<file path="src/rtl/fetch_pkg.sv">
// Shared types and constants for the instruction fetch buffer.
package fetch_pkg;

  typedef enum logic [1:0] {
    ST_IDLE    = 2'd0,
    ST_FETCH   = 2'd1,
    ST_DISCARD = 2'd2
  } fetch_state_e;

  localparam logic [31:0] RESET_PC_DEFAULT = 32'hBFC0_0000;

endpackage

</file>
<file path="src/rtl/fetch_fifo.sv">
// Synchronous FIFO with occupancy count and a single-cycle flush.
module fetch_fifo #(
  parameter int WIDTH = 64,
  parameter int DEPTH = 4
) (
  input  logic                       clk,
  input  logic                       rst_n,
  input  logic                       i_flush,
  input  logic                       i_push,
  input  logic [WIDTH-1:0]           i_push_data,
  input  logic                       i_pop,
  output logic [WIDTH-1:0]           o_head,
  output logic                       o_valid,
  output logic                       o_full,
  output logic [$clog2(DEPTH):0]     o_count
);

  localparam int PTR_W = $clog2(DEPTH);

  logic [WIDTH-1:0] r_mem [DEPTH];
  logic [PTR_W-1:0] r_wr_ptr;
  logic [PTR_W-1:0] r_rd_ptr;
  logic [PTR_W:0]   r_count;
  logic             w_push;
  logic             w_pop;

  assign w_push = i_push && !o_full && !i_flush;
  assign w_pop  = i_pop && o_valid && !i_flush;

  // NOTE: storage carries no reset; r_count gates o_valid, so stale words are never observed.
  always_ff @(posedge clk) begin
    if (w_push) r_mem[r_wr_ptr] <= i_push_data;
  end

  // NOTE: every sequential assignment is non-blocking so all registers update from pre-edge values.
  always_ff @(posedge clk or negedge rst_n) begin
    if (!rst_n) begin
      r_wr_ptr <= '0;
      r_rd_ptr <= '0;
      r_count  <= '0;
    end else if (i_flush) begin
      r_wr_ptr <= '0;
      r_rd_ptr <= '0;
      r_count  <= '0;
    end else begin
      // Power-of-two depth lets the pointers wrap by natural overflow.
      if (w_push) r_wr_ptr <= r_wr_ptr + 1'b1;
      if (w_pop)  r_rd_ptr <= r_rd_ptr + 1'b1;
      if (w_push && !w_pop)      r_count <= r_count + 1'b1;
      else if (w_pop && !w_push) r_count <= r_count - 1'b1;
    end
  end

  assign o_head  = r_mem[r_rd_ptr];
  assign o_valid = (r_count != '0);
  assign o_full  = (r_count == (PTR_W+1)'(DEPTH));
  assign o_count = r_count;

endmodule

</file>
<file path="src/rtl/instr_fetch_buffer.sv">
// Sequential instruction prefetcher: fetch FSM and pc logic in front of a {pc, instr} FIFO.
module instr_fetch_buffer
  import fetch_pkg::*;
#(
  parameter int                DATA_W   = 32,
  parameter int                ADDR_W   = 32,
  parameter int                DEPTH    = 4,
  parameter logic [ADDR_W-1:0] RESET_PC = ADDR_W'(RESET_PC_DEFAULT)
) (
  input  logic                     clk,
  input  logic                     rst_n,
  output logic [ADDR_W-1:0]        mem_address,
  output logic                     mem_read,
  input  logic                     mem_waitrequest,
  input  logic [DATA_W-1:0]        mem_readdata,
  input  logic                     redirect,
  input  logic [ADDR_W-1:0]        redirect_pc,
  output logic                     instr_valid,
  input  logic                     instr_ready,
  output logic [DATA_W-1:0]        instr_data,
  output logic [ADDR_W-1:0]        instr_pc,
  output logic [$clog2(DEPTH):0]   count
);

  fetch_state_e              r_state;
  fetch_state_e              w_state_nxt;
  logic [ADDR_W-1:0]         r_fetch_pc;
  logic [ADDR_W-1:0]         w_pc_nxt;
  logic [ADDR_W-1:0]         r_target;
  logic [ADDR_W-1:0]         w_target_nxt;
  logic                      w_full;
  logic                      w_accept;
  logic                      w_stall;
  logic                      w_push;
  logic                      w_pop;
  logic [ADDR_W+DATA_W-1:0]  w_head;

  // DISCARD keeps the abandoned request alive until memory accepts it.
  assign mem_read    = ((r_state == ST_FETCH) && !w_full) || (r_state == ST_DISCARD);
  assign mem_address = r_fetch_pc;
  assign w_accept    = mem_read && !mem_waitrequest;
  assign w_stall     = mem_read && mem_waitrequest;
  assign w_push      = w_accept && (r_state == ST_FETCH) && !redirect;
  assign w_pop       = instr_valid && instr_ready && !redirect;

  always_ff @(posedge clk or negedge rst_n) begin
    if (!rst_n) begin
      r_state    <= ST_IDLE;
      r_fetch_pc <= RESET_PC;
      r_target   <= RESET_PC;
    end else begin
      r_state    <= w_state_nxt;
      r_fetch_pc <= w_pc_nxt;
      r_target   <= w_target_nxt;
    end
  end

  // NOTE: hold values are assigned first so no path through this block leaves a latch.
  always_comb begin
    w_state_nxt  = r_state;
    w_pc_nxt     = r_fetch_pc;
    w_target_nxt = r_target;
    unique case (r_state)
      ST_IDLE: begin
        w_state_nxt = ST_FETCH;
        if (redirect) w_pc_nxt = redirect_pc;
      end
      ST_FETCH: begin
        if (redirect) begin
          if (w_stall) begin
            w_state_nxt  = ST_DISCARD;
            w_target_nxt = redirect_pc;
          end else begin
            w_pc_nxt = redirect_pc;
          end
        end else if (w_accept) begin
          w_pc_nxt = r_fetch_pc + ADDR_W'(4);
        end
      end
      ST_DISCARD: begin
        // A redirect arriving with the accept wins over the older latched target.
        if (w_accept) begin
          w_state_nxt = ST_FETCH;
          w_pc_nxt    = redirect ? redirect_pc : r_target;
        end else if (redirect) begin
          w_target_nxt = redirect_pc;
        end
      end
      default: w_state_nxt = ST_IDLE;
    endcase
  end

  fetch_fifo #(
    .WIDTH (ADDR_W + DATA_W),
    .DEPTH (DEPTH)
  ) u_fifo (
    .clk         (clk),
    .rst_n       (rst_n),
    .i_flush     (redirect),
    .i_push      (w_push),
    .i_push_data ({mem_address, mem_readdata}),
    .i_pop       (w_pop),
    .o_head      (w_head),
    .o_valid     (instr_valid),
    .o_full      (w_full),
    .o_count     (count)
  );

  assign instr_data = w_head[DATA_W-1:0];
  assign instr_pc   = w_head[ADDR_W+DATA_W-1 -: ADDR_W];

endmodule
</file>
<file path="config.mk">
export PLATFORM = sky130hd
export DESIGN_NAME = instr_fetch_buffer
export DESIGN_NICKNAME = d
export VERILOG_FILES = /design/src/rtl/fetch_pkg.sv /design/src/rtl/fetch_fifo.sv /design/src/rtl/instr_fetch_buffer.sv
export SDC_FILE = /design/constraint.sdc
export NUM_CORES = 1
export LEC_CHECK = 0
export BUFFER_PORTS_ARGS = -buffer_cell sky130_fd_sc_hd__buf_2
export CORE_MARGIN = 3
export CORE_UTILIZATION = 55
export DETAILED_ROUTE_END_ITERATION = 8
export GPL_ROUTABILITY_DRIVEN = 0
export HOLD_SLACK_MARGIN = 0.15
export PLACE_DENSITY_LB_ADDON = 0.08
export SYNTH_ARGS = -nofsm -noshare
export SYNTH_HDL_FRONTEND = slang
export SYNTH_SLANG_ARGS = --single-unit
</file>
<file path="constraint.sdc">
create_clock -name clk -period 4.2 [get_ports clk]
set_clock_uncertainty 0.15 [all_clocks]
set_input_delay 0.42 -clock clk [delete_from_list [all_inputs] [get_ports clk]]
set_output_delay 0.42 -clock clk [all_outputs]
set_load 0.005 [all_outputs]
</file>
[Yosys cells after proc, flatten, opt, wreduce, memory -nomap -nowiden]
Memories as Yosys holds them, arrays and structs flattened.
Index checks and enable logic that the tools add are counted.
Word-level totals
  register bits: 73
  RAM bits: 256
  bits of input ports: 69
  output and inout bits: 101
  logic and storage cells: 75
  memories: 1
Operators by class
  add/sub/neg operators: 5
  eq/ne operators: 10
  muxes and demuxes: 24
  reductions and logical operators: 29
Memory list
  u_fifo.r_mem: depth 4, width 64, read ports 1, clocked after Yosys merged registers in 0, wr ports 1, line fetch_fifo.sv:20  | logic [WIDTH-1:0] r_mem [DEPTH];
Operators by type and width (number)
  32-bit 2-to-1 mux: 9
  32-bit case mux with 3 select lines: 1
  32-bit case mux with 2 select lines: 1
  32-bit by 3-bit adder with 32-bit output, second input constant: 1
  2-bit 2-to-1 mux: 7
  1-bit logical AND: 13
  2-bit != test, second input constant: 5
  3-bit 2-to-1 mux: 3
  3-bit nonzero test: 3
  3-bit != test, second input constant: 2
  2-bit case mux with 3 select lines: 1
  2-bit nonzero test: 3
  1-bit logical NOT: 5
  5-bit AND reduction: 1
  2-bit by 1-bit adder with 2-bit output, second input constant: 2
  4-bit AND reduction: 1
  3-bit by 1-bit adder with 3-bit output, second input constant: 1
  3-bit == test, second input constant: 1
  3-bit AND reduction: 1
  3-bit by 1-bit subtractor with 3-bit output, second input constant: 1
  2-bit by 1-bit == test with 1-bit output, second input constant: 1
  2-bit == test, second input constant: 1
  2-bit logical NOT: 1
  1-bit 2-to-1 mux: 2
  1-bit logical OR: 1

[Logic depth before layout (Yosys ltp)]
Gate-level depths: netlist (run 1).
  depth in word-level cells: 14
  mapped depth: 11
  depth with buffers taken out: 9

[By module]
A second synthesis (run 1) with hierarchy kept.
Second synthesis, totals
  cells, all modules: 807
  area, all modules: 13787.0 um2
By module, submodules not included
  fetch_fifo: instances 1, cells an instance 394, area each 9789.4 um2, seq. area each 7862.5 um2
  instr_fetch_buffer: instances 1, cells an instance 413, area each 3997.6 um2, seq. area each 1674.1 um2

[Worst setup path before layout (run 1)]
Ideal clock, no wire load.
  path kind: flip-flop to flip-flop
  from: register r_state[1]
  to: memory u_fifo.r_mem[0][0] (enable)
  setup time: 0.429 ns
  arrival: 2.917 ns
  required time: 3.621 ns
  setup slack: 0.704 ns
  stages on the path, launching flop included: 8
  cells stage by stage: dfrtp_1 > inv_1 > ha_1 > buf_2 > nand2b_1 > clkbuf_1 > nor3_2 > and2_1
On the way
  cells in the longest elaborated chain, start to end: 10
  elaborated cells on any way between the ends: 11
Ends and longest elaborated chain
  from (decl): line instr_fetch_buffer.sv:25  | fetch_state_e r_state;
  from (signal assigned): line instr_fetch_buffer.sv:52  | r_state <= w_state_nxt;
  2-bit by 1-bit == test with 1-bit output: line instr_fetch_buffer.sv:39, instr_fetch_buffer.sv:43
  1-bit logical AND: line instr_fetch_buffer.sv:39  | assign mem_read = ((r_state == ST_FETCH) && !w_full) || (r_state == ST_DISCARD);
  1-bit logical OR: line instr_fetch_buffer.sv:39
  1-bit logical AND: line instr_fetch_buffer.sv:41  | assign w_accept = mem_read && !mem_waitrequest;
  1-bit logical AND * (2 in a row): line instr_fetch_buffer.sv:43  | assign w_push = w_accept && (r_state == ST_FETCH) && !redirect;
  1-bit logical AND * (2 in a row): line fetch_fifo.sv:27  | assign w_push = i_push && !o_full && !i_flush;
  1-bit 2-to-1 mux *: line fetch_fifo.sv:32  | if (w_push) r_mem[r_wr_ptr] <= i_push_data;
  1-bit 2-to-1 mux (implied by the code) *: line fetch_fifo.sv:32
  to (decl): line fetch_fifo.sv:20
Mark *: on every way between the ends. The rest lies on a longest branch, timed or not.

[Worst setup path in the final report (run 1)]
  from: register u_fifo.r_rd_ptr[0]
  to: output port instr_data[16]
On the way
  cells in the longest elaborated chain, start to end: 1
Ends and longest elaborated chain
  from (decl): line fetch_fifo.sv:22  | logic [PTR_W-1:0] r_rd_ptr;
  from (signal assigned): line fetch_fifo.sv:48  | if (w_pop) r_rd_ptr <= r_rd_ptr + 1'b1;
  memory 4 x 64 bit
  to (decl): line instr_fetch_buffer.sv:20  | output logic [DATA_W-1:0] instr_data,
Every way passes these cells.

==> results of run 1 <==
[cell usage after synthesis, types with 4 or more instances]
library cell,number,area (um^2)
a211oi_1,7,52.6
a21oi_1,6,30.0
a221oi_1,16,140
a222oi_1,6,60.1
a22o_1,4,35.0
a22oi_1,8,60.1
a31oi_1,7,43.8
and2_1,4,25.0
buf_1,4,15.0
buf_2,11,55.1
clkbuf_1,28,105
dfrtp_1,55,1380
dfstp_2,18,473
edfxtp_1,256,7690
ha_1,10,125
inv_1,15,56.3
mux2_4,28,420
mux4_2,64,1440
nand2_1,35,131
nand3_1,9,45.0
nand4_1,8,50.1
nor2_1,38,143
nor3_1,9,45.0
o21ai_0,50,250
o31a_1,11,96.3
o31ai_1,16,120
xnor2_1,5,43.8
[final cells by class]
| type | count | share of cell area, % |
|---|---|---|
| Inverter | 15 | 0.341 |
| Sequential cell | 329 | 57.8 |
| Clock inverter | 10 | 0.447 |
| Tap cell | 324 | 2.46 |
| Multi-Input combinational cell | 402 | 23.6 |
| Clock buffer | 44 | 5.57 |
| Timing Repair Buffer | 247 | 9.75 |
[where the power goes]
group	leakage, nW	switching [mW]	total (mW)	internal [mW]
registers	3.18	0.732	4.99	4.26
clock network	0.489	1.14	2.74	1.59
logic	2.22	1.59	3.29	1.70
[logic make-up after synthesis]
kind of cell	count (synthesis)
flip-flops	329
AO/OA/AOI/OAI	158
AND/OR/NAND/NOR	130
multiplexers	96
buffers and inverters	63
adder cells (fa/ha/maj)	11
XOR/XNOR	7
[worst max-delay path: cells and delay by family (launching register included)]
kind                   cells  cell delay, ns
buffers and inverters      2            0.52
muxes                      1            0.55
DFF                        1            0.88
[repair_timing]
action	CTS	global route
resized for setup	0	0
endpoints found under the hold margin	210	0
hold buffers	66	0
[metal layers]
layer	GRT usage, %	routed length [um]
met1	31.2	12700
met2	37.8	15000
met3	3.28	1790
met4	6.00	485
met5	0	0
[per-stage QoR]
step / hold WS (ns) / util, % / worst slack [ns] / cells
2_1_floorplan: -0.0256 / - / 0.704 / 794
3_3_place_gp: 0.345 / 60.7 / 1.31 / 1251
3_5_place_dp: 0.346 / 60.7 / 1.19 / 1251
4_1_cts: 0.176 / 67.5 / 1.06 / 1371
5_1_grt: 0.205 / 67.5 / 0.977 / 1371
6_report: 0.192 / 67.5 / 1.15 / 1371
[how the worst max path moves through the flow]
stage / from / endpoint / slack [ns] / cells after the start
6_report: u_fifo.r_rd_ptr[0]$_DFFE_PN0P_ / instr_data[16] / 1.15 / 3
3_3_place_gp: r_state[0]$_DFFE_PN0P_ / r_target[1]$_DFFE_PN0P_ / 1.31 / 7
2_1_floorplan: r_state[1]$_DFFE_PN0P_ / u_fifo.r_mem[0][0]$_DFFE_PP_ / 0.70 / 7
5_1_grt: u_fifo.r_rd_ptr[0]$_DFFE_PN0P_ / instr_data[30] / 0.98 / 3
4_1_cts: u_fifo.r_rd_ptr[0]$_DFFE_PN0P_ / instr_data[16] / 1.06 / 3
3_5_place_dp: r_state[1]$_DFFE_PN0P_ / u_fifo.r_mem[0][58]$_DFFE_PP_ / 1.19 / 5
[registers in the layout (all words and copies together) (netlist names)]
name and cells:
u_fifo.r_rd_ptr 2, r_target 32, u_fifo.r_mem 256, u_fifo.o_count 3
mem_address 32, u_fifo.r_wr_ptr 2, r_state 2
==> results.yml, run 1 <==
outcome:
  status: "finished, final reports clean"
layout:
  seqCellArea_um2: 9540
  fin_nets: 1109
  area_growth_pct: 20.2
  drive_gt1_share_pct: 33.6
  antenna_cells: 0
  fin_area_um2: 16500
  final_common_cell: "edfxtp_1"
  final_cell_mix: "256 x edfxtp_1, 169 x buf_2, 66 x dlygate4sd3_1"
  multi_input_area_um2: 3900
  nFillCells: 1634
worst_setup_path:
  cpPeakStageDelay_ns: 0.88
  rrSetupSlack_ns: 1.20
  end_kind: "output port"
  worstPathArrival_ns: 2.48
  r2r_cells: 7
  crit_slowest_cell: "dfrtp_4"
  setup.worst_path.class: "reg2out"
  start_kind: "flop"
  cp_max_fo: 35
  crit-reg2reg-launch: "r_state[0]$_DFFE_PN0P_"
  required_ns: 3.63
  path_cells: "buf_4 -> mux4_2 -> buf_2"
  timing.rr.end: "r_target[1]$_DFFE_PN0P_"
clock_network:
  cts_buffers: 34
  clk_latency_ns: 0.50
  tritoncts: "yes"
  path_clk_slew_ns: 0.06
  clockBufferDepth: 3
  clock_tree.root_cell: "clkbuf_16"
  post_cts_buffers: 0
  cts.htree.levels: 2
  cts.sinks: 329
die:
  core-area_um2: 24500
  die_width_um: 164
  die_h_um: 164
  die-area_um2: 26900
  boundaryPins: 170
  rows: 57
  start_util_pct: 56.2
power_and_ir_drop:
  power.total_mw: 11.0
  p_leak_nw: 5.89
  ir_drop_mv: 0.602
  cellPowerDensity_nw_per_um2: 668
detailed_routing:
  totalWireLength_mm: 29.9
  dr.pass1.iters: 6
  routedWlPerCell_um: 21.8
  num_vias: 8232
  drt-initial-drc-count: 697
  drc: 0
  viasPerCell: 6.00
  drtAntennaViolNets: 0
worst_hold_path:
  hold-path-endpoint: "r_state[1]$_DFFE_PN0P_"
  min_path_type: "in2reg"
  holdPathStages: 2
  min_from: "mem_waitrequest"
global_route:
  antenna_found_initial: 0
  first_global_vias: 8609
  grt_usage_pct: 22.4
  grt_pass1_wl_mm: 47.0
  grt-ovfl-total: 0
  grt_max_degree: 66
place:
  place_area_um2: 14900
  place_hpwl_mm: 18.5
  io_buffers: 169
yosys:
  synthCells: 794
  synth_edf_count: 256
  synth_async_sr_flop_share_pct: 22.2
  synth-seq-area-share_pct: 69.4
  synthMuxAreaShare_pct: 13.9
  synth_area_per_cell_um2: 17.3
  synth_compound_area_share_pct: 8.23
  ys_ff_latch: 329
  syn_area_um2: 13700
  yosys.area_share.simple_pct: 4.70
  ys_warn_count: 0
  synth_top_family_by_area: "multiplexers"
  synth-xor-area-share_pct: 0.446
  synth_nets: 874
  synth_adder_area_share_pct: 1.06
  synth.distinct_cells: 63
  ys.flop_type: "edfxtp_1"
timing:
  period_minus_slack_ns: 3.05
  slew_headroom_pct: 27.0
  clock.fmax_ghz: 0.328
  maxSlewViolCount: 0
  period_share_pct: 72.7
  worst_pin_slew_ns: 1.10
  setup_viol: 0
  tns_ns: 0
  hold_violations: 0
  rsz0062_at_grt: "false"
job:
  cap_violations: 0
(Power assumes the default switching activity.)
==> run 2: changes to the inputs <==
==> constraint.sdc (replaced) <==
create_clock -name clk -period 3.05 [get_ports clk]
set_clock_uncertainty 0.15 [all_clocks]
set_input_delay 0.305 -clock clk [delete_from_list [all_inputs] [get_ports clk]]
set_output_delay 0.305 -clock clk [all_outputs]
set_load 0.005 [all_outputs]
==> run 2 against run 1 <==
Sequential share of layout area is 1.4 points lower. Cell area is 2.5% higher. Via count is 2.3% higher. Register-to-register slack worse by 0.89 ns. Die area stayed put. First-iteration DRC count is 21% higher. Non-clock buffer count is 19 higher. Routed wire length is 2.1% higher. Critical path type unchanged. Largest power group unchanged. Highest routed layer unchanged.
==> results.yml, run 2 (synthesized netlist as in run 1, its figures left out) <==
outcome:
  status: "finished, final reports clean"
detailed_routing:
  drt-initial-drc-count: 840
  drc: 0
  drtAntennaViolNets: 0
  routedWlPerCell_um: 21.8
  viasPerCell: 6.02
  totalWireLength_mm: 30.5
  num_vias: 8419
  dr.pass1.iters: 5
clock_network:
  cts.sinks: 329
  clk_latency_ns: 0.51
  clock_tree.root_cell: "clkbuf_16"
  path_clk_slew_ns: 0.06
  tritoncts: "yes"
  clockBufferDepth: 3
  cts_buffers: 34
  post_cts_buffers: 0
  cts.htree.levels: 2
layout:
  postLayoutCoreUtil_pct: 69.2
  fin_nets: 1128
  antenna_cells: 0
  drive_gt1_share_pct: 35.4
  final_cell_mix: "256 x edfxtp_1, 169 x buf_2, 68 x dlygate4sd3_1"
  area_growth_pct: 23.1
  seqCellArea_um2: 9540
  largest-register: "u_fifo.r_mem"
  largest_reg_flops: 256
  multi_input_area_um2: 3900
  nFillCells: 1634
  final_common_cell: "edfxtp_1"
  fin_area_um2: 16900
global_route:
  grt_usage_pct: 22.9
  antenna_found_initial: 0
  grt-ovfl-total: 0
  first_global_vias: 8509
  grt_pass1_wl_mm: 47.6
  grt_max_degree: 53
place:
  place_area_um2: 15100
  place_hpwl_mm: 19.8
  io_buffers: 169
power_and_ir_drop:
  cellPowerDensity_nw_per_um2: 927
  power.total_mw: 15.7
  ir_drop_mv: 0.644
  p_leak_nw: 6.09
die:
  start_util_pct: 56.2
  die-area_um2: 26900
  die_width_um: 164
  boundaryPins: 170
  core-area_um2: 24500
  rows: 57
  die_h_um: 164
timing:
  clock.fmax_ghz: 0.362
  hold_violations: 0
  period_share_pct: 90.5
  setup_viol: 0
  maxSlewViolCount: 0
  worst_pin_slew_ns: 0.893
  slew_headroom_pct: 40.5
  period_minus_slack_ns: 2.76
  rsz0062_at_grt: "false"
  tns_ns: 0
worst_setup_path:
  setup.worst_path.class: "reg2out"
  cp_max_fo: 24
  crit-reg2reg-launch: "r_state[1]$_DFFE_PN0P_"
  start_kind: "flop"
  worstPathArrival_ns: 2.31
  r2r_cells: 8
  end_kind: "output port"
  crit_start: "u_fifo.r_rd_ptr[0]$_DFFE_PN0P_"
  required_ns: 2.59
worst_hold_path:
  min_path_type: "in2async"
job:
  cap_violations: 0
run 2: area by class of cell:
cell class	count	area share, %
sequential	329	56.4
clock buffer	41	5.43
clock inverter	21	1.25
multi-input combinational	402	23.1
inverter	15	0.333
timing repair buffer	266	11.1
tap	324	2.40
run 2: report_power, final:
group	total (mW)	leakage [nW]	internal, mW	switching [mW]
logic	4.79	2.35	2.45	2.34
clock network	4.10	0.558	2.43	1.68
registers	6.79	3.18	5.86	0.930
run 2: path summary, 6_finish.rpt:
path,endpoint,slack (ns)
max in group asynchronous,r_target[31]$_DFFE_PN1P_,1.65
max,instr_pc[8],0.29
min,u_fifo.r_rd_ptr[1]$_DFFE_PN0P_,0.32
min reg2reg,r_target[0]$_DFFE_PN0P_,0.36
max reg2reg,mem_address[27]$_DFFE_PN1P_,0.31
min in group clk,r_target[0]$_DFFE_PN0P_,0.36
run 2: metrics by stage:
stage,cells,hold slack (ns),setup WS (ns)
6_report,1398,0.322,0.290
5_1_grt,1398,0.380,0.157
4_1_cts,1398,0.323,0.220
3_5_place_dp,1268,0.324,0.384
3_3_place_gp,1268,0.313,0.538
2_1_floorplan,794,-0.141,0.236
run 2: worst max-delay path: stages (launching register included):
cell     delay [ns]
dfrtp_4        0.77
buf_4          0.31
mux4_2         0.55
buf_2          0.15
run 2: what timing repair did:
action / in CTS / in global routing
hold buffers: 68 / 0
endpoints found under the hold margin: 222 / 0
resized for setup: 0 / 0
run 2: metal layers:
| layer | global-route usage [%] | vias up | share of wire [%] |
|---|---|---|---|
| li1 | - | 3738 | - |
| met1 | 33.3 | 4278 | 43 |
| met2 | 36.5 | 339 | 48 |
| met3 | 3.58 | 64 | 6.1 |
| met4 | 7.04 | 0 | 2.3 |
| met5 | 0 | - | 0 |
